<file path="config.mk">
export PLATFORM = sky130hd
export DESIGN_NAME = cpu_phase_sequencer
export DESIGN_NICKNAME = d
export VERILOG_FILES = /design/src/rtl/cpu_phase_sequencer.sv
export SDC_FILE = /design/constraint.sdc
export NUM_CORES = 1
export LEC_CHECK = 0
export ABC_AREA = 0
export BUFFER_PORTS_ARGS = -buffer_cell sky130_fd_sc_hd__buf_2
export CAP_MARGIN = 30
export CORE_MARGIN = 8
export CORE_UTILIZATION = 50
export DETAILED_ROUTE_END_ITERATION = 10
export PLACE_DENSITY = 0.79
export SYNTH_ARGS = -nofsm -noshare
export SYNTH_HDL_FRONTEND = slang
export SYNTH_SLANG_ARGS = --single-unit
</file>
<file path="constraint.sdc">
create_clock -name clk -period 2.5 [get_ports clk]
set_clock_uncertainty 0.05 [all_clocks]
set_input_delay 0.375 -clock clk [delete_from_list [all_inputs] [get_ports clk]]
set_output_delay 0.375 -clock clk [all_outputs]
set_load 0.01 [all_outputs]
</file>
<file path="src/rtl/cpu_phase_sequencer.sv">
// rtl/cpu_phase_sequencer.sv - 6502-style CPU/SRAM phase enables, wait states, IRQ timers and NMI pulse.
// Optional single-step control: define CPU_PHASE_SEQUENCER_SINGLE_STEP_EN.
module cpu_phase_sequencer #(
  parameter int MEM_WAIT_STATES = 0,
  parameter int NUM_IRQ         = 2,
  parameter int PERIOD_W        = 16,
  parameter int CYCLE_W         = 32,
  parameter int NMI_LOW_CYCLES  = 4
) (
  input  logic                         clk,
  input  logic                         reset,
  input  logic                         run,
  input  logic                         stall,
  input  logic [NUM_IRQ*PERIOD_W-1:0]  irq_period,
  input  logic [NUM_IRQ-1:0]           irq_enable,
  input  logic [NUM_IRQ-1:0]           irq_ack,
  input  logic                         nmi_trigger,
`ifdef CPU_PHASE_SEQUENCER_SINGLE_STEP_EN
  input  logic                         step_mode,
  input  logic                         step,
`endif
  output logic                         enable_cpu_clk,
  output logic                         enable_sram_clk,
  output logic [CYCLE_W-1:0]           cycle_count,
  output logic [NUM_IRQ-1:0]           irq_pending,
  output logic                         irq_n,
  output logic                         nmi_n
);

  localparam logic [1:0] ST_IDLE = 2'd0;
  localparam logic [1:0] ST_CPU  = 2'd1;
  localparam logic [1:0] ST_WAIT = 2'd2;
  localparam logic [1:0] ST_MEM  = 2'd3;

  localparam int WAIT_W = (MEM_WAIT_STATES > 1) ? $clog2(MEM_WAIT_STATES) : 1;
  localparam logic [WAIT_W-1:0] WAIT_LOAD =
    (MEM_WAIT_STATES > 0) ? WAIT_W'(MEM_WAIT_STATES - 1) : '0;
  localparam int NMI_W = (NMI_LOW_CYCLES > 0) ? $clog2(NMI_LOW_CYCLES + 1) : 1;
  localparam logic [NMI_W-1:0] NMI_LOAD = NMI_W'(NMI_LOW_CYCLES);

  logic [1:0]          state_q, state_d;
  logic [WAIT_W-1:0]   wait_cnt_q, wait_cnt_d;
  logic [CYCLE_W-1:0]  cycle_q, cycle_d;
  logic [PERIOD_W-1:0] irq_cnt_q [NUM_IRQ];
  logic [PERIOD_W-1:0] irq_cnt_d [NUM_IRQ];
  logic [NUM_IRQ-1:0]  pending_q, pending_d, irq_fire;
  logic                irq_n_q, irq_n_d;
  logic [NMI_W-1:0]    nmi_cnt_q, nmi_cnt_d;
  logic                nmi_trig_q, nmi_trig_d;
  logic                cpu_phase, start_req, continue_req;

  assign cpu_phase = (state_q == ST_CPU);

`ifdef CPU_PHASE_SEQUENCER_SINGLE_STEP_EN
  logic step_q, step_d;
  assign step_d       = step;
  assign start_req    = step_mode ? (step & ~step_q) : run;
  assign continue_req = run & ~step_mode;
`else
  assign start_req    = run;
  assign continue_req = run;
`endif

  // A started CPU/MEM pair always completes; run is only consulted at IDLE and MEM exit.
  always_comb begin
    state_d    = state_q;
    wait_cnt_d = wait_cnt_q;
    case (state_q)
      ST_IDLE: if (start_req) state_d = ST_CPU;
      ST_CPU: begin
        if (MEM_WAIT_STATES > 0) begin
          state_d    = ST_WAIT;
          wait_cnt_d = WAIT_LOAD;
        end else begin
          state_d = ST_MEM;
        end
      end
      ST_WAIT: begin
        if (wait_cnt_q == '0) state_d = ST_MEM;
        else wait_cnt_d = wait_cnt_q - WAIT_W'(1);
      end
      ST_MEM:  if (!stall) state_d = continue_req ? ST_CPU : ST_IDLE;
      default: state_d = ST_IDLE;
    endcase
  end

  always_comb begin
    cycle_d = cycle_q;
    if (cpu_phase) cycle_d = cycle_q + CYCLE_W'(1);
  end

  // Counters compare live against the period, so a lowered period wraps through 2^PERIOD_W.
  always_comb begin
    irq_fire = '0;
    for (int i = 0; i < NUM_IRQ; i++) begin
      irq_cnt_d[i] = irq_cnt_q[i];
      if (!irq_enable[i]) begin
        irq_cnt_d[i] = '0;
      end else if (cpu_phase && (irq_period[i*PERIOD_W +: PERIOD_W] != '0)) begin
        if (irq_cnt_q[i] == irq_period[i*PERIOD_W +: PERIOD_W] - PERIOD_W'(1)) begin
          irq_fire[i]  = 1'b1;
          irq_cnt_d[i] = '0;
        end else begin
          irq_cnt_d[i] = irq_cnt_q[i] + PERIOD_W'(1);
        end
      end
    end
    pending_d = irq_fire | (pending_q & ~irq_ack);
    irq_n_d   = ~|pending_q;
  end

  always_comb begin
    nmi_trig_d = nmi_trigger;
    nmi_cnt_d  = nmi_cnt_q;
    if (nmi_trigger && !nmi_trig_q && (nmi_cnt_q == '0)) nmi_cnt_d = NMI_LOAD;
    else if (cpu_phase && (nmi_cnt_q != '0)) nmi_cnt_d = nmi_cnt_q - NMI_W'(1);
  end

  always_ff @(posedge clk or posedge reset) begin
    if (reset) begin
      state_q    <= ST_IDLE;
      wait_cnt_q <= '0;
      cycle_q    <= '0;
      pending_q  <= '0;
      irq_n_q    <= 1'b1;
      nmi_cnt_q  <= '0;
      nmi_trig_q <= 1'b0;
      for (int i = 0; i < NUM_IRQ; i++) irq_cnt_q[i] <= '0;
    end else begin
      state_q    <= state_d;
      wait_cnt_q <= wait_cnt_d;
      cycle_q    <= cycle_d;
      pending_q  <= pending_d;
      irq_n_q    <= irq_n_d;
      nmi_cnt_q  <= nmi_cnt_d;
      nmi_trig_q <= nmi_trig_d;
      for (int i = 0; i < NUM_IRQ; i++) irq_cnt_q[i] <= irq_cnt_d[i];
    end
  end

`ifdef CPU_PHASE_SEQUENCER_SINGLE_STEP_EN
  always_ff @(posedge clk or posedge reset) begin
    if (reset) step_q <= 1'b0;
    else       step_q <= step_d;
  end
`endif

  assign enable_cpu_clk  = cpu_phase;
  assign enable_sram_clk = (state_q == ST_MEM) & ~stall;
  assign cycle_count     = cycle_q;
  assign irq_pending     = pending_q;
  assign irq_n           = irq_n_q;
  assign nmi_n           = (nmi_cnt_q == '0);

endmodule

</file>
Word level (Yosys, flattened, before mapping)
Index checks and enable logic that the tools add are counted.
Word-level totals
  memory bits (read-only): 0
  bits in latches: 0
  memories: 0
  register bits: 74
  bits in writable memories: 0
Operators by class
  multiply operators: 0
  div/mod/pow operators: 0
  bitwise operators: 5
  multiplexer cells: 20
  equality and inequality tests: 10
  add/subtract/negate cells: 7
  $lt $le $gt $ge: 0
  shift-type cells: 0
  reductions and logical operators: 15
Operator list (count)
  2-to-1 mux 16 bit: 6
  adder 16 x 1 -> 16 bit (second input constant): 2
  adder 32 x 1 -> 32 bit (second input constant): 1
  == test 16 bit: 2
  nonzero test 16 bit: 2
  subtractor 16 x 1 -> 16 bit (second input constant): 2
  2-to-1 mux 1 bit: 8
  one-hot mux 2 bit (4 select lines): 1
  2-to-1 mux 2 bit: 3
  2-to-1 mux 3 bit: 2
  != test 2 bit (second input constant): 3
  logical AND 1 bit: 5
  == test 2 bit (second input constant): 2
  != test 2 x 1 -> 1 bit (second input constant): 2
  zero test 3 bit: 1
  AND reduction 3 bit: 1
  nonzero test 3 bit: 1
  subtractor 3 x 1 -> 3 bit (second input constant): 1
  bitwise AND 2 bit: 1
  == test 2 x 1 -> 1 bit (second input constant): 1
  zero test 1 bit: 2
  zero test 2 bit: 1
  inverter 2 bit: 1
  OR 2 bit: 1
  other kinds (5): 5

Logic depth before layout (Yosys ltp)
Gate-level depths: netlist of run 1.
  depth after elaboration: 6
  mapped depth: 11
  gate-level depth less buffers: 10

Worst setup path before layout of run 1
No wires, ideal clock.
  path type: input port to flip-flop
  start: in irq_period[1]
  end: reg irq_cnt_q[19] in the netlist's numbering
  setup time: 0.126 ns
  data arrival time: 2.578 ns
  stages on the path: 8
  slack: -0.254 ns
  data required time: 2.324 ns
  cell sequence: or4_4 or3_1 a2111oi_2 nand4_1 o41a_4 a21o_1 nand2_1 o31ai_1
Between the ends
  cells in the longest elaborated chain, start to end: 5
  elaborated cells on any way between the ends: 8
  classes of those cells: 1 x add/sub; 2 x eq/ne; 3 x mux; 2 x reduce/logical
Ends and longest elaborated chain
  start: declaration: line 14  | input logic [NUM_IRQ*PERIOD_W-1:0] irq_period,
  subtractor 16 x 1 -> 16 bit: line 100  | if (irq_cnt_q[i] == irq_period[i*PERIOD_W +: PERIOD_W] - PERIOD_W'(1)) begin
  == test 16 bit: line 100
  2-to-1 mux 16 bit: line 100
  2-to-1 mux 16 bit: line 99  | end else if (cpu_phase && (irq_period[i*PERIOD_W +: PERIOD_W] != '0)) begin
  2-to-1 mux 16 bit: line 97  | if (!irq_enable[i]) begin
  end: declaration: line 44  | logic [PERIOD_W-1:0] irq_cnt_q [NUM_IRQ];
Several ways; a longest one is shown, not always the timed one. The select of a mux whose other input is x is not followed.
A chain may end at the register's enable or synchronous reset.

Final worst setup path of run 1
  start: in irq_period[1]
  end: reg irq_cnt_q[16] in the netlist's numbering
Same word-level chain as after synthesis.

==> results of run 1 <==
## worst paths after layout
check | startpoint | end
worst max-delay path | irq_period[1] | irq_cnt_q[16]$_DFFE_PP0P_
worst min-delay path | reset | cycle_count[27]$_DFFE_PP0P_
worst max register to register | irq_cnt_q[9]$_DFFE_PP0P_ | irq_cnt_q[9]$_DFFE_PP0P_
worst min register to register | irq_pending[1]$_DFF_PP0_ | irq_n$_DFF_PP1_
max in group asynchronous | reset | cycle_count[9]$_DFFE_PP0P_
min in group clk | nmi_trigger | nmi_trig_q$_DFF_PP0_
## state kept, by name, summed over array words and instances, names as in the netlist
| register | count |
|---|---|
| cycle_count | 32 |
| irq_cnt_q | 32 |
| nmi_cnt_q | 3 |
| irq_pending | 2 |
| state_q | 2 |
| irq_n | 1 |
| nmi_trig_q | 1 |
## report_power, final
group	switching, W	internal (W)
logic	0.000630	0.000527
clock network	0.000449	0.000362
registers	0.000150	0.00131
## cell type report
type	count	area (um2)	share of cell area [%]
Timing Repair Buffer	149	939.7	15.69
Sequential cell	73	1829	30.54
Clock buffer	10	127.6	2.131
Multi-Input combinational cell	405	2835	47.34
Tap cell	111	138.9	2.319
Inverter	20	75.07	1.253
Clock inverter	6	43.79	0.7311
## timing repair
action,4_1_cts,5_1_grt
hold endpoints to repair,0,0
buffers inserted,0,2
pin swaps,0,6
setup endpoints to repair,3,28
resized for setup,1,18
gates cloned,0,1
## synth_stat cells, types with 3 or more instances
library cell / number / share of area [%]
nor4_1: 4 / 0.54
xnor2_1: 53 / 10
dfrtp_1: 72 / 39
clkbuf_1: 7 / 0.57
and2_1: 3 / 0.40
a21o_1: 4 / 0.65
inv_1: 20 / 1.6
mux2i_1: 4 / 0.86
xor2_1: 27 / 5.1
and3b_1: 3 / 0.57
o211ai_1: 3 / 0.49
or2_2: 5 / 0.67
mux2_2: 4 / 0.97
nor3b_1: 5 / 0.81
o311ai_0: 6 / 1.1
nand4_1: 16 / 2.2
nor2_1: 42 / 3.4
nand3_1: 25 / 2.7
nor2b_1: 10 / 1.3
nand2b_1: 4 / 0.54
a22o_1: 6 / 1.1
or3_1: 7 / 0.94
o21ai_0: 20 / 2.2
ha_1: 10 / 2.7
nand2_1: 62 / 5.0
and3_1: 12 / 1.6
a21oi_1: 10 / 1.1
nor3_1: 13 / 1.4
## cell families after synthesis
kind of cell | count (synthesis) | share of synthesized area (%)
fa+ha+maj | 10 | 2.695
compound gates | 78 | 12.21
flops | 73 | 39.38
buf+inv | 30 | 2.507
xor+xnor | 80 | 15.09
simple gates | 228 | 26.28
mux | 8 | 1.833
## metal layers
metal / up-vias / wire, um
li1: 2108 / -
met1: 2096 / 5028
met2: 108 / 6040
met3: 26 / 459
met4: 0 / 268
met5: - / 0
## stage by stage
stage	instance area, um2	utilization [%]	setup slack (ns)
global route	5989	65.76	-0.05382
detailed placement	5712	62.71	-0.3363
floorplan	4691	-	-0.06207
CTS	5883	64.59	0.02863
finish	5989	65.76	0.01338
global placement	5712	62.71	-0.2701
## critical path: cells and delay by family
family / cells / cell delay (ns)
buffers and inverters: 2 / 0.24
AO/OA/AOI/OAI: 3 / 0.82
AND/OR/NAND/NOR: 4 / 1.22
==> results by group, run 1 <==
Finish
  – Ant diodes: 0
  – Nets: approximately 710
  – Layout fillers: roughly 760
  – Commonest non-fill, non-tap cell in the layout: buf_2
  – Layout cells sized above 1: a little under a third
  – Commonest non-fill, non-tap cells in the layout: 78 x buf_2, 71 x dfrtp_1, 69 x buf_4
  – Area Growth Syn to Fin: 29.03%
  – Cell Count, Final, Fillers Out: 774

Clock network
  – CTS hold repair buffers: 0
  – CTS tree: done
  – Num CTS Buffers: 9
  – Clock latency on the worst-skew pair: 0.34 ns
  – Root buffer cell: clkbuf_8
  – CTS HTree Levels: 3
  – Sink Count: 73
  – Clock transition at path regs: around 0.080 ns
  – Clock buffer depth: 2

Critical path
  – Setup crit end kind: flop
  – Critical path's slowest cell: or4_4
  – CP max FO: 8
  – FF-to-FF path depth: 9
  – Crit Path Class: input port to flop
  – CP cell instances: buf_2, or4_4, or3_4, a2111oi_4, nand4_1, o41a_4, nand2b_4, buf_4, o21ai_0
  – Worst setup SP type: input port
  – R2r setup slk: approximately 0.07 ns
  – CP max stage delay: about 0.54 ns
  – Crit path arrival time: around 2.7 ns
  – Required time of the critical path: around 2.7 ns

Route
  – DRT Pass-1 Iters: 5
  – Initial DRC Count: 207
  – WL/cell: 15.24 um
  – Vias: 4338
  – Drt total wl: approximately 12000 um
  – Via density: around 5.6
  – Routed Antenna Nets: 0
  – Residual DRC count: 0

Logic synthesis
  – Yosys warnings: 0
  – Ys async rst share: between 90% and 100%
  – Synthesized cell area: around 4600 um2
  – Seq cells post-synth: 73
  – Syn_area_per_cell: between 9 and 10 um2
  – Cells after Synth: 507
  – Post-synth EDFFs: 0
  – Sequential element share of the synthesized area: between 30% and 40%
  – Main synth FF type: dfrtp_1
  – Distinct cells, synth: 65
  – Syn nets: roughly 560

Job
  – Number of max-cap violations: 0

Timing
  – Final period utilization: 99.46%
  – Final slew viol count: 0
  – Fmax: 402.2 MHz
  – Slew HR: between 60% and 70%
  – Hold WS: approximately 0.032 ns
  – Final setup viols: 0
  – Worst-Margin Slew: around 0.58 ns
  – Final min period: 2.487 ns
  – Setup TNS: 0 ns
  – RSZ-0062 raised after global routing: true
  – Hold Vio Cnt, Final: 0

Placement
  – Placed Instances: approximately 760
  – Global placement routability congestion: just under 0.9
  – Hpwl dp: 9057 um
  – IO Port Bufs: ~80

Global route
  – Met1 usage: approximately 21%
  – Busiest layer in global routing: met2
  – First-pass GRT wire length: between 15000 and 20000 um
  – All-Layer GR Usage: roughly 18%
  – Largest net degree at the start of global routing: 29
  – Vias in the first global route: about 4400
  – Total grt overflow: 0
  – Met2 Use GR: about 33%
  – Met3 Use GR: 2.899%
  – Initial antenna violation count: 0

Floorplan
  – Die ar.: around 13000 um2
  – Die span in x: between 100 and 150 um
  – Starting Density: 50.96%
  – DIE HEIGHT: ~110 um
  – Num rows: 35
  – Core Box Area: roughly 9100 um2
  – I/O pin total: 79

Hold path
  – Worst hold path type: input port to asynchronous set/reset pin

Power
  – VDD IR max: between 400 and 500 uV
  – Pwr Density: ~570 nW/um2
  – Post-layout power: ~0.0034 W
  – Leakage: between 2 and 3 nW

Outcome
  – Status: completed
(Power assumes the default switching activity.)
==> run 2: changes to the inputs <==
--- a/config.mk
+++ b/config.mk
@@ -8,10 +8,12 @@
 export ABC_AREA = 0
 export BUFFER_PORTS_ARGS = -buffer_cell sky130_fd_sc_hd__buf_2
 export CAP_MARGIN = 30
+export CELL_PAD_IN_SITES_DETAIL_PLACEMENT = 1
+export CELL_PAD_IN_SITES_GLOBAL_PLACEMENT = 2
 export CORE_MARGIN = 8
-export CORE_UTILIZATION = 50
+export CORE_UTILIZATION = 31
 export DETAILED_ROUTE_END_ITERATION = 10
-export PLACE_DENSITY = 0.79
+export PLACE_DENSITY = 0.8
 export SYNTH_ARGS = -nofsm -noshare
 export SYNTH_HDL_FRONTEND = slang
 export SYNTH_SLANG_ARGS = --single-unit
==> run 2 against run 1 <==
  * Register-to-register slack better by 0.02 ns
  * Global-route usage is 3.7 points lower
  * First-iteration DRC count is 53% lower
  * Final cell count is 11% higher
  * Total power is 14% higher
  * Critical path depth stayed put
  * Wire length is 22% higher
  * Largest cell class unchanged
==> results by group, run 2 (same netlist as run 1, synthesis figures left out) <==
Power
  – Pwr Density: 614.3 nW/um2 (+7.3%)
  – VDD IR max: 472.1 uV (+1.6%)
  – Leakage: 2.926 nW (+4.7%)

Floorplan
  – Core Box Area: 14590 um2 (+60%)
  – Die ar.: 19150 um2 (+52%)
  – DIE HEIGHT: 138.4 um (+23%)
  – Num rows: 44 (+26%)
  – Starting Density: 31.82% (-19 points)
  – Die span in x: 138.4 um (+23%)
  – I/O pin total: 79 (unchanged)

Route
  – Routed Antenna Nets: 0 (unchanged)
  – Via density: 5.133 (-8.4%)
  – DRT Pass-1 Iters: 4 (-1)
  – WL/cell: 16.69 um (+9.5%)
  – Vias: 4425 (+2.0%)
  – Initial DRC Count: 97 (-53%)
  – Residual DRC count: 0 (unchanged)
  – Drt total wl: 14390 um (+22%)

Finish
  – Ant diodes: 0 (unchanged)
  – Cell Count, Final, Fillers Out: 862 (+11%)
  – Final core occ: 43.52% (-22 points)
  – Commonest non-fill, non-tap cells in the layout: 82 x buf_4, 74 x buf_2, 71 x dfrtp_1
  – Area Growth Syn to Fin: 36.77%
  – Post-route cell area: 6349 um2 (+6.0%)
  – Layout fillers: 1723 (+130%)
  – Layout cells sized above 1: 32.74% (+2.3 points)
  – Nets: 724 (+2.1%)
  – Commonest non-fill, non-tap cell in the layout: buf_4

Critical path
  – Critical path's slowest cell: or4_4
  – CP cell instances: buf_8, or4_4, or3_4, a2111oi_4, nand4_1, o41a_4, a21o_1, nand2_1, o31ai_1
  – CP max FO: 5 (-3)
  – Setup crit end kind: flop
  – CP max stage delay: 0.53 ns (about the same)
  – Reg2reg end: irq_cnt_q[7]$_DFFE_PP0P_
  – Worst setup SP type: input port
  – Crit path arrival time: 2.63 ns (-0.03 ns)
  – Required time of the critical path: 2.65 ns (-0.02 ns)
  – Origin of the critical flop-to-flop path: irq_cnt_q[13]$_DFFE_PP0P_
  – R2r setup slk: 0.09 ns (+0.02 ns)
  – FF-to-FF path depth: 8 (-1)
  – Crit Path Class: input port to flop

Timing
  – Final period utilization: 99.35% (-0.12 points)
  – Final min period: 2.484 ns (-0.002879 ns)
  – RSZ-0062 raised after global routing: true
  – Hold WS: 0.09790 ns (+0.06560 ns)
  – Final slew viol count: 0 (unchanged)
  – Final setup viols: 0 (unchanged)
  – Worst-Margin Slew: 0.5180 ns (-0.06287 ns)
  – Slew HR: 65.47% (+4.2 points)
  – Fmax: 402.6 MHz (+0.12%)
  – Hold Vio Cnt, Final: 0 (unchanged)

Placement
  – IO Port Bufs: 78 (unchanged)
  – Hpwl dp: 11070 um (+22%)
  – Global placement routability congestion: 0.8379 (-4.0%)
  – Placed Instances: 841 (+11%)
  – Placed cell area: 5881 um2 (+3.0%)

Clock network
  – Clock latency on the worst-skew pair: 0.33 ns (about the same)
  – Clock buffer depth: 2 (unchanged)
  – CTS hold repair buffers: 0 (unchanged)
  – Clock transition at path regs: 0.06 ns (-0.02 ns)
  – CTS tree: done
  – CTS HTree Levels: 3 (unchanged)
  – Num CTS Buffers: 9 (unchanged)
  – Sink Count: 73 (unchanged)
  – Root buffer cell: clkbuf_16

Global route
  – All-Layer GR Usage: 14.55% (-3.7 points)
  – Vias in the first global route: 4792 (+8.2%)
  – Total grt overflow: 0 (unchanged)
  – Largest net degree at the start of global routing: 39 (+34%)
  – Initial antenna violation count: 0 (unchanged)
  – First-pass GRT wire length: 23520 um (+21%)

Job
  – Number of max-cap violations: 0 (unchanged)

Outcome
  – Status: completed

Hold path
  – Worst hold path type: input port to asynchronous set/reset pin
==> run 2: changes by cell type in the layout (fill, tap and decap cells not counted), moves of 2 or more <==
cell,before,now
and3_1,12,10
and3_4,0,2
buf_2,78,74
buf_4,69,82
buf_6,1,5
clkbuf_1,1,3
clkbuf_16,0,9
clkbuf_8,9,0
clkinv_2,1,3
clkinvlp_4,4,0
o21ai_1,2,4
o311ai_1,5,3
==> run 2: cell type report <==
class                      instances  area (um2)  area share (%)
clock inverter                     4       45.04          0.7095
tap                              184       230.2           3.626
clock buffer                      12       236.5           3.725
timing repair buffer             162        1057           16.65
multi-input combinational        407        2875           45.29
inverter                          20       75.07           1.182
sequential                        73        1829           28.81
==> run 2: where the power goes <==
| group | internal (W) | total [W] | switching [W] |
|---|---|---|---|
| clock network | 0.000768 | 0.00124 | 0.000475 |
| registers | 0.00131 | 0.00147 | 0.000151 |
| logic | 0.000539 | 0.00119 | 0.000652 |
==> run 2: worst max-delay path: cells and delay by family <==
family / cells / cell delay [ns]
AOI/OAI and AO/OA: 4 / 1.00
and+or+nand+nor: 4 / 1.17
buffers and inverters: 1 / 0.10
==> run 2: worst max path at each step <==
stage,cells after the start,startpoint,to,slack (ns)
final,9,irq_period[1],irq_cnt_q[19]$_DFFE_PP0P_,0.02
after global placement,9,irq_period[1],irq_cnt_q[26]$_DFFE_PP0P_,-0.28
after global routing,11,irq_period[19],irq_cnt_q[12]$_DFFE_PP0P_,-0.04
after CTS,9,irq_period[1],irq_cnt_q[19]$_DFFE_PP0P_,0.007
after detailed placement,12,irq_period[0],irq_cnt_q[19]$_DFFE_PP0P_,-0.34
after floorplan,8,irq_period[1],irq_cnt_q[19]$_DFFE_PP0P_,-0.06
==> run 2: timing repair <==
action,4_1_cts,5_1_grt
endpoints found under the setup margin,17,31
resized for setup,4,31
cloned,0,3
pin swaps,0,7
buffers inserted,0,2
==> run 2: routing by layer <==
metal / GRT usage, % / part of all wire [%]
met5: 0 / 0
met4: 3.375 / 0.81
met3: 3.390 / 3.0
met2: 26.39 / 53
met1: 16.85 / 44
==> run 2: through the flow <==
step	power, W	setup TNS (ns)	worst slack (ns)
finish	0.003900	0	0.01626
global route	0.004134	-0.1487	-0.04086
CTS	0.003919	0	0.007293
detailed placement	0.002647	-8.129	-0.3440
global placement	0.002573	-6.203	-0.2807
floorplan	0.002110	-0.1840	-0.06207
==> run 3: changes to the inputs <==
--- a/config.mk
+++ b/config.mk
@@ -14,6 +14,7 @@
 export CORE_UTILIZATION = 31
 export DETAILED_ROUTE_END_ITERATION = 10
 export PLACE_DENSITY = 0.8
+export RECOVER_POWER = 100
 export SYNTH_ARGS = -nofsm -noshare
 export SYNTH_HDL_FRONTEND = slang
 export SYNTH_SLANG_ARGS = --single-unit
==> run 3 against run 2 <==
  * The run now ends with max-capacitance violations, max-slew violations left
  * Final cell count stayed put
  * Wire length is 0.11% lower
  * Final area is 1.4% lower
  * Count of clock-buffer cells in the layout stayed put
  * Die area stayed put
  * Clock power hardly changed
  * Sequential power hardly changed
  * Largest cell class unchanged
==> results by group, run 3 (same netlist as run 1, synthesis figures left out) <==
Critical path
  – Crit Path Class: input port to flop
  – Required time of the critical path: 2.65 ns (about the same)
  – CP max stage delay: 0.53 ns (about the same)
  – Setup crit end kind: flop
  – Crit path arrival time: 2.63 ns (about the same)
  – Critical path's slowest cell: or4_4
  – CP max FO: 5 (unchanged)
  – CP cell instances: buf_8, or4_4, or3_4, a2111oi_4, nand4_1, o41a_4, a21o_1, nand2_1, o31ai_1
  – Worst setup SP type: input port

Power
  – Leakage: 2.751 nW (-6.0%)
  – Switching pwr: 0.001277 W (about the same)
  – Pwr Density: 617.3 nW/um2 (+0.49%)
  – VDD IR max: 462.3 uV (-2.1%)
  – Internal: 0.002588 W (-1.3%)
  – Gate power share: 29.9% (-0.6 points)
  – Reg power frac: 38.0% (+0.4 points)
  – Clock power share: 32.1% (+0.2 points)
  – Switching Share: 33.05% (+0.26 points)

Route
  – DRT Pass-1 Iters: 4 (unchanged)
  – Vias: 4422 (-0.068%)
  – Residual DRC count: 0 (unchanged)
  – Initial DRC Count: 106 (+9.3%)
  – WL/cell: 16.67 um (-0.11%)
  – Routed Antenna Nets: 0 (unchanged)
  – Drt total wl: 14370 um (-0.11%)
  – Via density: 5.130 (about the same)

Timing
  – Hold WS: 0.1240 ns (+0.02607 ns)
  – Final setup viols: 0 (unchanged)
  – Final slew viol count: 36 (+36)
  – Slew HR: -27.35% (-93 points)
  – Final period utilization: 99.19% (-0.16 points)
  – Setup TNS: 0 ns (unchanged)
  – Worst-Margin Slew: 1.910 ns (+1.392 ns)
  – Fmax: 403.3 MHz (+0.16%)
  – Hold Vio Cnt, Final: 0 (unchanged)
  – Final min period: 2.480 ns (-0.004074 ns)
  – RSZ-0062 raised after global routing: true

Finish
  – Nets: 724 (unchanged)
  – Commonest non-fill, non-tap cell in the layout: buf_4
  – Layout cells sized above 1: 25.96% (-6.8 points)
  – Cell Count, Final, Fillers Out: 862 (unchanged)
  – Commonest non-fill, non-tap cells in the layout: 72 x buf_4, 71 x dfrtp_1, 62 x nand2_1
  – Final core occ: 42.92% (-0.60 points)
  – Area Growth Syn to Fin: 34.88%
  – Ant diodes: 0 (unchanged)

Clock network
  – Num CTS Buffers: 9 (unchanged)
  – Root buffer cell: clkbuf_16
  – Clock buffer depth: 2 (unchanged)
  – Clock latency on the worst-skew pair: 0.33 ns (about the same)
  – CTS hold repair buffers: 0 (unchanged)
  – Clock transition at path regs: 0.05 ns (about the same)
  – CTS HTree Levels: 3 (unchanged)
  – Sink Count: 73 (unchanged)
  – CTS tree: done

Outcome
  – Failing checks: max-capacitance violations, max-slew violations
  – Status: finished, violations left

Hold path
  – Worst hold path type: input port to flop

Placement
  – Global placement routability congestion: 0.8379 (unchanged)
  – Placed Instances: 841 (unchanged)
  – IO Port Bufs: 78 (unchanged)
  – Hpwl dp: 11070 um (unchanged)

Floorplan
  – Die span in x: 138.4 um (unchanged)
  – Starting Density: 31.82% (unchanged)
  – Num rows: 44 (unchanged)
  – I/O pin total: 79 (unchanged)
  – DIE HEIGHT: 138.4 um (unchanged)
  – Core Box Area: 14590 um2 (unchanged)
  – Die ar.: 19150 um2 (unchanged)

Job
  – Number of max-cap violations: 1 (+1)

Global route
  – Initial antenna violation count: 0 (unchanged)
  – Total grt overflow: 0 (unchanged)
  – Largest net degree at the start of global routing: 39 (unchanged)
  – Vias in the first global route: 4792 (unchanged)
  – All-Layer GR Usage: 14.55% (unchanged)
  – First-pass GRT wire length: 23520 um (unchanged)
-- run 3: cell count changes in the layout (fill, tap and decap cells not counted), moves of 2 or more --
| cell | before | now |
|---|---|---|
| buf_2 | 74 | 35 |
| buf_4 | 82 | 72 |
| clkbuf_1 | 3 | 46 |
| clkbuf_2 | 0 | 5 |
| clkbuf_4 | 0 | 2 |
-- run 3: stage by stage --
| stage | total power, W | setup slack, ns | area (um2) |
|---|---|---|---|
| final | 0.003865 | 0.02033 | 6261 |
| after global routing | 0.004101 | -0.04444 | 6261 |
| after detailed placement | 0.002647 | -0.3440 | 5881 |
| after global placement | 0.002573 | -0.2807 | 5881 |
| after floorplan | 0.002110 | -0.06207 | 4691 |
| after CTS | 0.003919 | 0.007293 | 6178 |
-- run 3: critical path: cells and delay by family --
kind | cells | cell delay (ns)
simple gates | 4 | 1.17
buf+inv | 1 | 0.10
compound gates | 4 | 0.99
-- run 3: layout make-up --
class | count | area (um2)
fill | 1747 | 8328
multi-input combinational | 407 | 2868
sequential | 73 | 1829
timing repair buffer | 162 | 977.2
clock buffer | 12 | 236.5
tap | 184 | 230.2
inverter | 20 | 75.07
clock inverter | 4 | 45.04
-- run 3: path summary, 6_finish.rpt --
path | startpoint | to | slack [ns] | cells after the start
hold / removal | nmi_trigger | nmi_trig_q$_DFF_PP0_ | 0.12 | 1
hold reg to reg | irq_pending[1]$_DFF_PP0_ | irq_n$_DFF_PP1_ | 0.40 | 1
max in group asynchronous | reset | irq_cnt_q[21]$_DFFE_PP0P_ | 0.60 | 3
setup / recovery | irq_period[1] | irq_cnt_q[19]$_DFFE_PP0P_ | 0.02 | 9
min in group asynchronous | reset | cycle_count[6]$_DFFE_PP0P_ | 0.32 | 3
setup reg to reg | irq_cnt_q[13]$_DFFE_PP0P_ | irq_cnt_q[7]$_DFFE_PP0P_ | 0.09 | 8
-- run 3: routing by layer --
layer / GRT usage, % / vias up / share of wire [%]
li1: - / 2143 / -
met1: 16.85 / 2219 / 43
met2: 26.39 / 52 / 53
met3: 3.390 / 8 / 3.0
met4: 3.375 / 0 / 0.84
met5: 0 / - / 0
-- run 3: power by group through the flow --
| stage | sequential (W) | combinational [W] | clock (W) |
|---|---|---|---|
| 4_1_cts | 0.00147 | 0.00117 | 0.00128 |
| 5_1_grt | 0.00149 | 0.00129 | 0.00132 |
| 3_3_place_gp | 0.00148 | 0.00110 | 0 |
| 3_5_place_dp | 0.00149 | 0.00116 | 0 |
| 6_report | 0.00147 | 0.00116 | 0.00124 |
| 2_1_floorplan | 0.00147 | 0.000639 | 0 |
-- run 3: timing repair --
item,4_1_cts,5_1_grt
endpoints found under the setup margin,17,31
cloned,0,3
pin swaps,0,7
setup buffers,0,2
gates resized for setup,4,31
